==> src/rtl/uart_rx_param.sv <==
`timescale 1ns/1ps
// Oversampled UART receiver with configurable data width, parity and stop bits.
// Optional break detection: define UART_RX_BREAK_DETECT_EN.
module uart_rx_param #(
    parameter int unsigned CLOCK_HZ   = 10_000_000,
    parameter int unsigned BAUD       = 115200,
    parameter int unsigned DATA_BITS  = 8,
    parameter int unsigned PARITY     = 0,
    parameter int unsigned STOP_BITS  = 1,
    parameter int unsigned OVERSAMPLE = 16
) (
    input  logic                 Clock,
    input  logic                 Reset,
    input  logic                 Rx_i,
    output logic                 Done_o,
    output logic [DATA_BITS-1:0] Data_o,
    output logic                 ParityError_o,
    output logic                 FrameError_o,
    output logic                 Busy_o,
    output logic                 Break_o
);
    localparam int unsigned TICKS_RAW = CLOCK_HZ / (BAUD * OVERSAMPLE);
    localparam int unsigned TICKS     = (TICKS_RAW < 1) ? 1 : TICKS_RAW;
    localparam int unsigned TICK_W    = (TICKS > 1) ? $clog2(TICKS) : 1;
    localparam int unsigned SAMPLE_W  = $clog2(OVERSAMPLE);
    localparam int unsigned BIT_W     = $clog2(DATA_BITS);
    localparam int unsigned S_LO      = OVERSAMPLE / 2 - 1;
    localparam int unsigned S_MID     = OVERSAMPLE / 2;
    localparam int unsigned S_HI      = OVERSAMPLE / 2 + 1;

    typedef enum logic [2:0] {IDLE, START, DATA, PAR, STOP, WAIT_HIGH} state_t;

    state_t                 state;
    logic                   rx_s1, rx_s2, rx_prev;
    logic [TICK_W-1:0]      tick_cnt;
    logic [SAMPLE_W-1:0]    sample_cnt;
    logic [BIT_W-1:0]       bit_cnt;
    logic                   stop_cnt;
    logic [DATA_BITS-1:0]   shreg;
    logic                   smp0, smp1, par_bit, ferr;
    logic                   fall_c, tick_c, decide_c, vote_c, par_err_c;

    assign fall_c   = rx_prev & ~rx_s2;
    assign tick_c   = (state != IDLE) && (tick_cnt == '0);
    assign decide_c = tick_c && (sample_cnt == SAMPLE_W'(S_HI));
    // Third sample is taken live on the decision tick.
    assign vote_c   = (smp0 & smp1) | (smp0 & rx_s2) | (smp1 & rx_s2);

    always_comb begin
        par_err_c = 1'b0;
        if (PARITY == 1)      par_err_c = ~(^shreg ^ par_bit);
        else if (PARITY == 2) par_err_c = ^shreg ^ par_bit;
    end

`ifdef UART_RX_BREAK_DETECT_EN
    logic brk_c;
    assign brk_c = (shreg == '0) && ((PARITY == 0) || !par_bit) && !vote_c && !stop_cnt;
`else
    assign Break_o = 1'b0;
`endif

    always_ff @(posedge Clock or negedge Reset) begin
        if (!Reset) begin
            state         <= IDLE;
            rx_s1         <= 1'b1;
            rx_s2         <= 1'b1;
            rx_prev       <= 1'b1;
            tick_cnt      <= '0;
            sample_cnt    <= '0;
            bit_cnt       <= '0;
            stop_cnt      <= 1'b0;
            shreg         <= '0;
            smp0          <= 1'b0;
            smp1          <= 1'b0;
            par_bit       <= 1'b0;
            ferr          <= 1'b0;
            Done_o        <= 1'b0;
            Data_o        <= '0;
            ParityError_o <= 1'b0;
            FrameError_o  <= 1'b0;
            Busy_o        <= 1'b0;
`ifdef UART_RX_BREAK_DETECT_EN
            Break_o       <= 1'b0;
`endif
        end else begin
            rx_s1   <= Rx_i;
            rx_s2   <= rx_s1;
            rx_prev <= rx_s2;
            Done_o  <= 1'b0;
`ifdef UART_RX_BREAK_DETECT_EN
            Break_o <= 1'b0;
`endif
            // Bit timing runs only inside a frame and restarts at phase 0 on each start edge.
            if (state == IDLE) begin
                tick_cnt   <= '0;
                sample_cnt <= '0;
            end else begin
                tick_cnt <= (tick_cnt == TICK_W'(TICKS - 1)) ? '0 : tick_cnt + TICK_W'(1);
                if (tick_c)
                    sample_cnt <= (sample_cnt == SAMPLE_W'(OVERSAMPLE - 1)) ? '0
                                                                           : sample_cnt + SAMPLE_W'(1);
                if (tick_c && sample_cnt == SAMPLE_W'(S_LO))  smp0 <= rx_s2;
                if (tick_c && sample_cnt == SAMPLE_W'(S_MID)) smp1 <= rx_s2;
            end

            case (state)
                IDLE: begin
                    Busy_o <= 1'b0;
                    if (fall_c) begin
                        state    <= START;
                        Busy_o   <= 1'b1;
                        bit_cnt  <= '0;
                        stop_cnt <= 1'b0;
                        ferr     <= 1'b0;
                    end
                end
                START: if (decide_c) begin
                    if (vote_c) begin
                        state  <= IDLE;
                        Busy_o <= 1'b0;
                    end else begin
                        state <= DATA;
                    end
                end
                DATA: if (decide_c) begin
                    shreg <= {vote_c, shreg[DATA_BITS-1:1]};
                    if (bit_cnt == BIT_W'(DATA_BITS - 1)) begin
                        bit_cnt <= '0;
                        state   <= (PARITY == 0) ? STOP : PAR;
                    end else begin
                        bit_cnt <= bit_cnt + BIT_W'(1);
                    end
                end
                PAR: if (decide_c) begin
                    par_bit <= vote_c;
                    state   <= STOP;
                end
                STOP: if (decide_c) begin
`ifdef UART_RX_BREAK_DETECT_EN
                    if (brk_c) begin
                        Done_o        <= 1'b1;
                        Break_o       <= 1'b1;
                        Data_o        <= '0;
                        ParityError_o <= par_err_c;
                        FrameError_o  <= 1'b1;
                        state         <= WAIT_HIGH;
                    end else
`endif
                    if (stop_cnt == 1'(STOP_BITS - 1)) begin
                        Done_o        <= 1'b1;
                        Data_o        <= shreg;
                        ParityError_o <= par_err_c;
                        FrameError_o  <= ferr | ~vote_c;
                        state         <= IDLE;
                    end else begin
                        ferr     <= ~vote_c;
                        stop_cnt <= 1'b1;
                    end
                end
`ifdef UART_RX_BREAK_DETECT_EN
                // Leave only after the line has been high for one full bit period.
                WAIT_HIGH: begin
                    if (!rx_s2) begin
                        tick_cnt   <= '0;
                        sample_cnt <= '0;
                    end else if (tick_cnt == TICK_W'(TICKS - 1) &&
                                 sample_cnt == SAMPLE_W'(OVERSAMPLE - 1)) begin
                        state <= IDLE;
                    end
                end
`endif
                default: state <= IDLE;
            endcase
        end
    end
endmodule
==> config.mk <==
export PLATFORM = sky130hd
export DESIGN_NAME = uart_rx_param
export DESIGN_NICKNAME = d
export VERILOG_FILES = /design/src/rtl/uart_rx_param.sv
export SDC_FILE = /design/constraint.sdc
export NUM_CORES = 1
export LEC_CHECK = 0
export ABC_AREA = 1
export BUFFER_PORTS_ARGS = -buffer_cell sky130_fd_sc_hd__clkbuf_2
export CAP_MARGIN = 20
export CELL_PAD_IN_SITES_DETAIL_PLACEMENT = 0
export CELL_PAD_IN_SITES_GLOBAL_PLACEMENT = 2
export CORE_ASPECT_RATIO = 0.7
export CORE_MARGIN = 2
export CORE_UTILIZATION = 33
export CTS_CLUSTER_SIZE = 24
export DETAILED_ROUTE_END_ITERATION = 8
export GPL_TIMING_DRIVEN = 1
export PLACE_DENSITY_LB_ADDON = 0.2
export SETUP_SLACK_MARGIN = 0.15
export SKIP_CTS_REPAIR_TIMING = 1
export SLEW_MARGIN = 20
export SYNTH_ARGS = -nofsm -noshare
export SYNTH_HDL_FRONTEND = slang
export SYNTH_SLANG_ARGS = --single-unit
export TNS_END_PERCENT = 100
==> constraint.sdc <==
create_clock -name Clock -period 1.3 [get_ports Clock]
set_input_delay 0.065 -clock Clock [delete_from_list [all_inputs] [get_ports Clock]]
set_output_delay 0.065 -clock Clock [all_outputs]
set_load 0.01 [all_outputs]
=== Word level (Yosys, flattened, before mapping) ===
Cells that the tools add are included.

* Bitwise gates (word level): 11
* Equality and inequality tests: 19
* $add $sub $neg: 3
* Mux-type cells: 32
* Reduce and logical (&&, ||, !) cells: 20

{| class="wikitable"
|+ Operators by type and width
! kind !! number
|-
| 2-to-1 mux 3 bit || 12
|-
| != test 2 bit, second input constant || 9
|-
| one-hot mux 3 bit (5 select lines) || 1
|-
| == test 4 bit, second input constant || 3
|-
| 2-to-1 mux 4 bit || 3
|-
| AND reduction 3 bit || 4
|-
| 2-to-1 mux 1 bit || 11
|-
| == test 3 bit, second input constant || 3
|-
| nonzero test 2 bit || 4
|-
| AND reduction 7 bit || 1
|-
| adder 3 x 1 -> 3 bit, second input constant || 2
|-
| == test 3 x 2 -> 1 bit, second input constant || 2
|-
| logical NOT 3 bit || 2
|-
| one-hot mux 1 bit (2 select lines) || 3
|-
| one-hot mux 3 bit (2 select lines) || 1
|-
| AND reduction 2 bit || 3
|-
| adder 4 x 1 -> 4 bit, second input constant || 1
|-
| bitwise AND 1 bit || 4
|-
| == test 4 x 3 -> 1 bit, second input constant || 1
|-
| logical AND 1 bit || 4
|-
| inverter 1 bit || 4
|-
| AND reduction 4 bit || 1
|-
| == test 3 x 1 -> 1 bit, second input constant || 1
|-
| OR 1 bit || 3
|-
| 2 further kinds || 2
|}

* Output and inout bits: 13
* Flip-flop bits (word level): 39
* Input port bits: 3

=== Depth between registers and ports, before layout ===
Gate-level depths: netlist of run 1.

* Depth after elaboration: 7
* Depth in mapped cells: 10
* Gate-level depth less buffers: 10

=== Worst setup path before layout of run 1 ===
OpenSTA, ideal clock, no wires.

* Path type: reg2reg
* From: register tick_cnt[0]
* To: register Data_o[3]
* Arrival: 1.334 ns
* Clock period less this slack: 1.452 ns
* Cell stages (with the launch flop): 11
* Library setup time: 0.118 ns
* Slack: -0.152 ns
* Cell sequence: dfrtp_1 inv_1 ha_1 inv_1 nor2_2 nand3_4 nor2_4 inv_2 buf_6 nand2_2 o21ai_2

* Cells in the longest elaborated chain, start to end: 4

{| class="wikitable"
|+ Ends and longest elaborated chain
! item !! RTL line !! RTL
|-
| start, declared || 35 || <nowiki>logic [TICK_W-1:0] tick_cnt;</nowiki>
|-
| start signal, assigned || 98 || <nowiki>tick_cnt <= (tick_cnt == TICK_W'(TICKS - 1)) ? '0 : tick_cnt + TICK_W'(1);</nowiki>
|-
| logical NOT 3 bit || 44 || <nowiki>assign tick_c = (state != IDLE) && (tick_cnt == '0);</nowiki>
|-
| logical AND 1 bit || 44 ||
|-
| logical AND 1 bit || 45 || <nowiki>assign decide_c = tick_c && (sample_cnt == SAMPLE_W'(S_HI));</nowiki>
|-
| AND reduction 3 bit (no line) || n/a ||
|-
| end signal, assigned || 151 || <nowiki>Data_o <= shreg;</nowiki>
|-
| end, declared || 16 || <nowiki>output logic [DATA_BITS-1:0] Data_o,</nowiki>
|}

Every way passes these cells.
A chain may end at the register's enable or synchronous reset.

=== Worst setup path in the final report of run 1 ===
* From: register tick_cnt[1]
* To: register shreg[0]

* Cells in the longest elaborated chain, start to end: 4

{| class="wikitable"
|+ Ends and longest elaborated chain
! item !! RTL line !! RTL
|-
| logical NOT 3 bit || 44 ||
|-
| logical AND 1 bit || 44 ||
|-
| logical AND 1 bit || 45 ||
|-
| AND reduction 2 bit (no line) || n/a ||
|-
| end signal, assigned || 126 || <nowiki>shreg <= {vote_c, shreg[DATA_BITS-1:1]};</nowiki>
|-
| end, declared || 39 || <nowiki>logic [DATA_BITS-1:0] shreg;</nowiki>
|}

Every way passes these cells.

==> impl_metrics.json, run 1 <==
{
  "pin_count": 16,
  "worstPathMaxFanout": 8,
  "power_switching_mw": 1.53,
  "crit_type": "flop to flop",
  "reg2regPathDepth": 10,
  "vias": 1448,
  "viasPerCell": 4.36,
  "rows": 22,
  "grt_start_max_net_pins": 39,
  "powerDensity_nw_per_um2": 1580,
  "grt_pass1_wl_um": 6220,
  "cts.sinks": 38,
  "overflow": 0,
  "postRouteAntennaNets": 0,
  "cts_root_buf": "clkbuf_8",
  "die-height_um": 66.6,
  "async_reset_ff_share_pct": 100,
  "first_global_vias": 1424,
  "avgSynthCellArea_sq_um": 9.29,
  "yosysTopAreaCell": "dfrtp_1",
  "antenna_found_initial": 0,
  "ys_seq_area_share_pct": 51.7,
  "worstSetupStartpointType": "flop",
  "drive_gt1_share_pct": 49.2,
  "rsz0062_at_grt": "yes",
  "port-buffer-count": 13,
  "crit_chain": "inv_1 -> ha_2 -> inv_2 -> nor2_4 -> nand2_2 -> inv_2 -> nand3_4 -> buf_12 -> nand2_2 -> o21ai_2",
  "cts_max_level": 2,
  "stdcell_area_sq_um": 2610,
  "finalMaxSlewViolations": 0,
  "hold_viol": 0,
  "r2r_start": "tick_cnt[1]",
  "outcome": "finished with violations",
  "cts_buffer_depth": 2,
  "wire_per_inst_um": 11.9,
  "max-cap-violations": 0,
  "period_share_pct": 115,
  "ys_seq_elements": 38,
  "ys.flop_type": "dfrtp_1",
  "core_area_sq_um": 5310,
  "crit_path_end_kind": "flop",
  "first_pass_iters": 4,
  "hp-class": "input pin to asynchronous set/reset pin",
  "synth.most_common_cell": "nand2_1",
  "place_hpwl_um": 2650,
  "die_w_um": 93.4,
  "synthTopCellsByCount": "48 x nand2_1, 35 x dfrtp_1, 29 x inv_1",
  "crit_arrival_ns": 1.67,
  "cp_slowest_cell": "dfrtp_1",
  "crit_cells": 10,
  "synth_area_sq_um": 1850,
  "netlist_instances": 199,
  "timing.rr.end": "shreg[0]",
  "pre_cts_ws_ns": -0.220,
  "switching_share_pct": 37.1,
  "pwr-share-seq_pct": 35.0,
  "clk_latency_ns": 0.28,
  "finClkSkew_ns": 0.00812,
  "initial_utilization_pct": 34.8,
  "final.min_clock_period_ns": 1.49,
  "cpPeakStageDelay_ns": 0.38,
  "setup_viol": 30,
  "synth.area.top_cells": "dfrtp_1 47%, nand2_1 9.7%, o21ai_2 7.1%",
  "setup_ws_ns": -0.189,
  "wl_um": 3940,
  "syn_to_final_growth_pct": 41.4,
  "cts_tree": "built",
  "synth.distinct_cells": 25,
  "placed_area_sq_um": 2220,
  "p_comb_share_pct": 46.4,
  "drt_iter0_drc": 35,
  "yosys_warnings": 0,
  "layout.nets": 270,
  "diodes": 0,
  "dieArea_sq_um": 6220,
  "fmax_mhz": 671,
  "drt_drc_violations_left": 0,
  "cts_buffers": 5,
  "track_usage_pct": 12.9,
  "failed_checks": "negative setup slack",
  "clkPwrFrac_pct": 18.6,
  "vdd_ir_drop_max_v": 0.000805,
  "synth_edf_count": 0,
  "leakagePower_nw": 1.25,
  "netlist.area_leader.share_pct": 47.4,
  "r2r_slack_ns": -0.19,
  "path_buf_inv": 4,
  "path_clk_slew_ns": 0.08,
  "cp_data_required_time_ns": 1.48,
  "crit_family": "simple AND/OR/NAND/NOR gates",
  "p_int_mw": 2.60,
  "place_congestion": 0.702
}
per-layer routing:
layer  track usage [%]  part of all wire (%)  vias up
met1              16.0                    49      682
met2              21.6                    47       24
li1                  -                     -      738
met4              4.60                   1.1        0
met5                 0                     0        -
met3              3.96                   3.3        4
worst min-delay path, stage by stage:
cell and delay [ns]:
dlygate4sd3_1 0.52, clkbuf_2 0.12, buf_12 0.22
cell families (layout without fill, tap and decap cells):
group / Yosys count / after routing / synth area share, %
XOR/XNOR: 3 / 3 / 1.42
adder cells (fa/ha/maj): 7 / 7 / 4.74
buffers and inverters: 37 / 97 / 8.80
AO/OA/AOI/OAI: 24 / 24 / 9.55
AND/OR/NAND/NOR: 89 / 89 / 23.6
other: 1 / 2 / 0.203
flip-flops: 38 / 38 / 51.7
state kept, by name (all words and copies together) (netlist names):
signal	cells
bit_cnt	3
rx_s1	1
Data_o	8
smp1	1
tick_cnt	3
Done_o	1
rx_prev	1
state	3
Busy_o	1
sample_cnt	4
rx_s2	1
smp0	1
ferr	1
FrameError_o	1
shreg	8
cell usage in the layout, fill, tap and decap left out:
| master | instances |
|---|---|
| clkbuf_16 | 1 |
| nand2_4 | 5 |
| dfstp_2 | 3 |
| o21ai_0 | 1 |
| buf_12 | 3 |
| nand2_8 | 2 |
| nor2_2 | 4 |
| a21oi_1 | 2 |
| clkinvlp_4 | 1 |
| nand3_2 | 1 |
| dlygate4sd3_1 | 2 |
| inv_2 | 8 |
| buf_4 | 35 |
| nand3_1 | 6 |
| o21ai_2 | 15 |
| nand2_1 | 35 |
| clkbuf_8 | 5 |
| clkinv_2 | 3 |
| nor3_1 | 2 |
| xnor2_1 | 1 |
| nand3_4 | 4 |
| nor3_4 | 1 |
| inv_6 | 1 |
| dfrtp_2 | 1 |
| buf_6 | 3 |
| ha_4 | 1 |
| dfrtp_1 | 34 |
| ha_1 | 4 |
| xor2_1 | 2 |
| nor2_4 | 5 |
| inv_1 | 22 |
| conb_1 | 2 |
| nor2_1 | 9 |
| o21ai_1 | 6 |
| clkbuf_2 | 13 |
| ha_2 | 2 |
| nand2_2 | 11 |
| nand4_1 | 4 |
power by group through the flow:
stage               logic [mW]  clock network (mW)  registers, mW
floorplan                0.800                   0           1.45
global placement          1.43                   0           1.44
detailed placement        1.46                   0           1.45
CTS                       1.47               0.795           1.42
global route              2.12               0.849           1.46
finish                    1.91               0.766           1.44
area by class of cell:
| type | count | area [sq um] |
|---|---|---|
| Clock buffer | 5 | 68.8 |
| Clock inverter | 2 | 10.0 |
| Fill cell | 510 | 2700 |
| Inverter | 33 | 134 |
| Multi-Input combinational cell | 125 | 888 |
| Sequential cell | 38 | 956 |
| Tap cell | 72 | 90.1 |
| Timing Repair Buffer | 57 | 467 |
worst max path at each step:
stage,startpoint,endpoint,slack [ns]
after floorplan,tick_cnt[0],Data_o[3],-0.11
after global placement,tick_cnt[0],bit_cnt[2],-0.15
after detailed placement,tick_cnt[1],bit_cnt[1],-0.22
after CTS,tick_cnt[1],bit_cnt[1],-0.23
after global routing,tick_cnt[1],shreg[0],-0.28
final,tick_cnt[1],shreg[0],-0.19
stage by stage:
stage / std cells / utilization [%] / hold slack [ns] / setup TNS (ns) / total power [mW]
2_1_floorplan: 200 / - / -0.231 / -1.24 / 2.25
3_3_place_gp: 310 / 41.8 / 0.0509 / -3.26 / 2.86
3_5_place_dp: 310 / 41.8 / 0.0546 / -4.42 / 2.91
4_1_cts: 317 / 43.3 / -0.259 / -4.62 / 3.69
5_1_grt: 332 / 49.2 / 0.324 / -6.81 / 4.43
6_report: 332 / 49.2 / 0.284 / -4.04 / 4.12
Power figures use the tool's default switching activity.
==> run 2, diff against run 1 <==
CORE_ASPECT_RATIO = 0.6   (was 0.7)
==> run 2 against run 1 <==
  * The flow still finishes with violations (negative setup slack)
  * Via count decreased by 1.2%
  * First-iteration DRC count down 23%
  * Global-route usage is 0.081 points lower
  * Design area down 0.96%
  * Flip-flop and latch count is the same
  * Sequential share of layout area rose by 0.35 points
  * Cell count decreased by 1.2%
  * Setup slack improved by 0.0022 ns
  * Utilization down 2.1 points
  * Die area is 0.16% higher
  * Non-clock buffer count is 2 lower
  * Sequential power is essentially flat
  * Largest power group unchanged
==> impl_metrics.json, run 2 (synthesis results as in run 1) <==
{
  "path_clk_slew_ns": 0.08,
  "rsz0062_at_grt": "yes",
  "grt_start_max_net_pins": 25,
  "post_layout_nonfiller_instances": 328,
  "drt_drc_violations_left": 0,
  "core_area_sq_um": 5490,
  "leakagePower_nw": 1.25,
  "fin_util_pct": 47.1,
  "overflow": 0,
  "die_w_um": 101,
  "finalMaxSlewViolations": 0,
  "cts_root_buf": "clkbuf_8",
  "reg_top3": "Data_o x8, shreg x8, sample_cnt x4",
  "max-cap-violations": 0,
  "grt_util_met3_pct": 3.69,
  "antenna_found_initial": 0,
  "viasPerCell": 4.36,
  "place_hpwl_um": 2850,
  "postRouteAntennaNets": 0,
  "grt_util_met2_pct": 20.3,
  "first_pass_iters": 4,
  "cts_buffers": 5,
  "cp_data_required_time_ns": 1.47,
  "dieArea_sq_um": 6230,
  "busiest_layer": "met2",
  "cts_tree": "built",
  "setup_viol": 28,
  "cts.sinks": 38,
  "period_share_pct": 114,
  "crit_arrival_ns": 1.66,
  "mostFrequentLayoutCell": "nand2_1",
  "track_usage_pct": 12.9,
  "met1_usage_pct": 17.3,
  "powerDensity_nw_per_um2": 1720,
  "cts_buffer_depth": 2,
  "rows": 21,
  "port-buffer-count": 13,
  "initial_utilization_pct": 33.7,
  "layout.nets": 268,
  "vdd_ir_drop_max_v": 0.000713,
  "cts_max_level": 2,
  "dp.cells": 308,
  "r2r_slack_ns": -0.19,
  "hp-class": "input pin to asynchronous set/reset pin",
  "failed_checks": "negative setup slack",
  "outcome": "finished with violations",
  "die-height_um": 62.0,
  "final.min_clock_period_ns": 1.49,
  "drt_iter0_drc": 27,
  "r2r_start": "tick_cnt[1]",
  "worstSetupStartpointType": "flop",
  "first_global_vias": 1282,
  "hold_viol": 0,
  "pin_count": 16,
  "place_congestion": 0.740,
  "grt_pass1_wl_um": 6020,
  "crit_path_end_kind": "flop",
  "layout_common_cells": "39 x nand2_1, 34 x dfrtp_1, 34 x buf_4",
  "timing.rr.end": "smp1",
  "setup_ws_ns": -0.187,
  "drive_gt1_share_pct": 46.3,
  "reg2regPathDepth": 10,
  "crit_type": "flop to flop",
  "fmax_mhz": 672,
  "finClkSkew_ns": 0.00459,
  "wire_per_inst_um": 11.8,
  "vias": 1431,
  "diodes": 0,
  "syn_to_final_growth_pct": 40.1,
  "wl_um": 3860,
  "worstPathMaxFanout": 3,
  "clk_latency_ns": 0.28
}
-- run 2: per-stage QoR --
| step | total power [mW] | worst slack [ns] | instance area (sq um) | TNS (ns) | hold slack (ns) |
|---|---|---|---|---|---|
| 2_1_floorplan | 2.25 | -0.107 | 1870 | -1.24 | -0.231 |
| 3_3_place_gp | 2.85 | -0.172 | 2230 | -3.64 | 0.0171 |
| 3_5_place_dp | 2.91 | -0.228 | 2230 | -4.40 | 0.0202 |
| 4_1_cts | 4.18 | -0.246 | 2370 | -4.80 | -0.297 |
| 5_1_grt | 4.73 | -0.292 | 2590 | -7.31 | 0.265 |
| 6_report | 4.44 | -0.187 | 2590 | -3.71 | 0.237 |
-- run 2: layer usage --
metal | vias to the layer above | wire, um | part of all wire, %
met5 | - | 0 | 0
met4 | 0 | 29 | 0.75
met3 | 2 | 106 | 2.7
met2 | 18 | 1730 | 45
met1 | 677 | 1990 | 52
li1 | 734 | - | -
-- run 2: how the worst max path moves through the flow --
| stage | start | to | slack, ns | depth (start not counted) |
|---|---|---|---|---|
| after floorplan | tick_cnt[0] | Data_o[3] | -0.11 | 10 |
| after global placement | tick_cnt[0] | bit_cnt[2] | -0.17 | 10 |
| after detailed placement | tick_cnt[1] | bit_cnt[1] | -0.23 | 10 |
| after CTS | tick_cnt[1] | bit_cnt[1] | -0.25 | 10 |
| after global routing | tick_cnt[1] | FrameError_o | -0.29 | 9 |
| final | tick_cnt[1] | smp1 | -0.19 | 10 |
-- run 2: critical path, stage by stage, from the launching register on --
cell and delay, ns:
dfrtp_1 0.39, inv_1 0.06, ha_2 0.17, inv_2 0.05
nor2_4 0.15, nand2_2 0.09, inv_2 0.08, buf_4 0.11
nand4_1 0.12, nand2_1 0.08, o21ai_0 0.07
-- run 2: area by class of cell --
class / instances / area (sq um)
Fill cell: 520 / 2900
Sequential cell: 38 / 956
Multi-Input combinational cell: 125 / 847
Timing Repair Buffer: 55 / 424
Inverter: 33 / 133
Tap cell: 69 / 86.3
Clock buffer: 6 / 82.6
Clock inverter: 2 / 60.1
-- run 2: report_power, final --
part / leakage (nW) / switching, mW / total [mW] / internal, mW
logic: 0.669 / 0.931 / 1.76 / 0.826
registers: 0.511 / 0.110 / 1.44 / 1.33
clock network: 0.0714 / 0.428 / 1.25 / 0.819
==> run 3, diff against run 2 <==
BUFFER_PORTS_ARGS = -buffer_cell sky130_fd_sc_hd__buf_2   (was -buffer_cell sky130_fd_sc_hd__clkbuf_2)
==> run 3 against run 2 <==
  * First-iteration DRC count grew 48%
  * Cell count increased by 1.2%
  * Count of clock-buffer cells in the layout unchanged
  * Hold slack gained 0.035 ns
  * Total power rose by 4.6%
  * Clock power about the same
  * Sequential share of layout area decreased by 1.4 points
  * Flip-flop and latch count did not move
  * Sequential power hardly changed
  * Global-route usage decreased by 0.12 points
  * Via count up 2.5%
  * The run still ends with negative setup slack left
==> impl_metrics.json, run 3 (synthesis results as in run 1) <==
{
  "outcome": "finished with violations",
  "failed_checks": "negative setup slack",
  "cts.sinks": 38,
  "hp-class": "input pin to asynchronous set/reset pin",
  "finClkSkew_ns": 0.00273,
  "crit_path_end_kind": "flop",
  "viasPerCell": 4.42,
  "layout.nets": 272,
  "fmax_mhz": 665,
  "leakagePower_nw": 1.30,
  "setup_ws_ns": -0.204,
  "wl_um": 4010,
  "worstPathMaxFanout": 8,
  "cts_buffers": 5,
  "first_global_vias": 1275,
  "dp.cells": 308,
  "first_pass_iters": 4,
  "hold_viol": 0,
  "fillers": 495,
  "dieArea_sq_um": 6230,
  "cts_buffer_depth": 2,
  "rows": 21,
  "initial_utilization_pct": 33.7,
  "wire_per_inst_um": 12.1,
  "drive_gt1_share_pct": 49.8,
  "core_area_sq_um": 5490,
  "final.min_clock_period_ns": 1.50,
  "pre_cts_ws_ns": -0.254,
  "reg_top3": "Data_o x8, shreg x8, sample_cnt x4",
  "vdd_ir_drop_max_v": 0.000618,
  "layout_common_cells": "38 x nand2_1, 36 x buf_4, 33 x dfrtp_1",
  "track_usage_pct": 12.7,
  "place_congestion": 0.737,
  "cts_max_level": 2,
  "port-buffer-count": 13,
  "cts_tree": "built",
  "cp_data_required_time_ns": 1.48,
  "clk_latency_ns": 0.29,
  "pin_count": 16,
  "syn_to_final_growth_pct": 45.6,
  "drt_drc_violations_left": 0,
  "rsz0062_at_grt": "yes",
  "grt_pass1_wl_um": 5950,
  "mostFrequentLayoutCell": "nand2_1",
  "max-cap-violations": 0,
  "die-height_um": 62.0,
  "vias": 1467,
  "crit_type": "flop to flop",
  "period_share_pct": 116,
  "diodes": 0,
  "die_w_um": 101,
  "multi_input_area_sq_um": 892,
  "worstSetupStartpointType": "flop",
  "seq_area_sq_um": 957,
  "powerDensity_nw_per_um2": 1730,
  "finalMaxSlewViolations": 0,
  "setup_viol": 29,
  "cts_root_buf": "clkbuf_8",
  "drt_iter0_drc": 40,
  "place_hpwl_um": 2800,
  "timing.setup.tns_ns": -4.25,
  "postRouteAntennaNets": 0,
  "post_layout_nonfiller_instances": 332,
  "antenna_found_initial": 0,
  "path_clk_slew_ns": 0.08,
  "crit_arrival_ns": 1.69,
  "grt_start_max_net_pins": 39,
  "overflow": 0
}
==> run 3: cell types whose count changed in the layout (fill, tap and decap cells not counted), moves of 2 or more <==
cell	change
buf_8	-2
inv_4	-2
clkbuf_2	-13
nor2_2	+2
buf_12	+3
nor3_1	-3
o21ai_1	+2
buf_2	+13
nor3_2	+2
o21ai_0	-2
buf_4	+2
==> run 3: worst max-delay path, cell delays in order, from the launching register on <==
cell,delay (ns)
dfrtp_1,0.38
inv_1,0.06
ha_2,0.18
inv_2,0.05
nor2_4,0.15
nand2_2,0.08
inv_2,0.08
nand3_4,0.14
buf_12,0.19
nand2_4,0.05
o21ai_2,0.04
==> run 3: report_power, final <==
part	switching [mW]	total [mW]	internal, mW
Combinational	1.03	1.95	0.928
Clock	0.436	1.26	0.819
Sequential	0.108	1.44	1.33
Total	1.57	4.65	3.08
==> run 3: area by class of cell <==
cell class                      count  area share, %
Timing Repair Buffer               59           17.9
Clock inverter                      2           2.23
Multi-Input combinational cell    125           33.1
Inverter                           33           4.93
Sequential cell                    38           35.6
Clock buffer                        6           3.07
Tap cell                           69           3.21
==> run 3: path summary, 6_finish.rpt <==
kind	start	to	slack [ns]	depth (start not counted)
setup / recovery	tick_cnt[1]	shreg[5]	-0.20	10
hold / removal	Reset	sample_cnt[1]	0.27	3
setup reg to reg	tick_cnt[1]	shreg[5]	-0.20	10
hold reg to reg	rx_s1	rx_s2	0.36	0
max in group asynchronous	Reset	rx_prev	0.78	3
min in group Clock	rx_s1	rx_s2	0.36	0
==> run 3: metal layers <==
metal	part of all wire [%]	GRT usage [%]	up-vias
met5	0	0	-
met4	0.72	4.11	0
met3	2.9	3.69	2
met2	47	20.8	21
met1	49	16.7	698
li1	-	-	746
==> run 3: through the flow <==
stage	power [mW]	util, %	cell area, sq um	hold WS (ns)
after floorplan	2.25	-	1870	-0.231
after global placement	2.84	40.5	2230	0.0465
after detailed placement	2.90	40.5	2230	0.0515
after CTS	4.15	43.1	2370	-0.262
after global routing	4.92	49.0	2690	0.314
final	4.65	49.0	2690	0.273
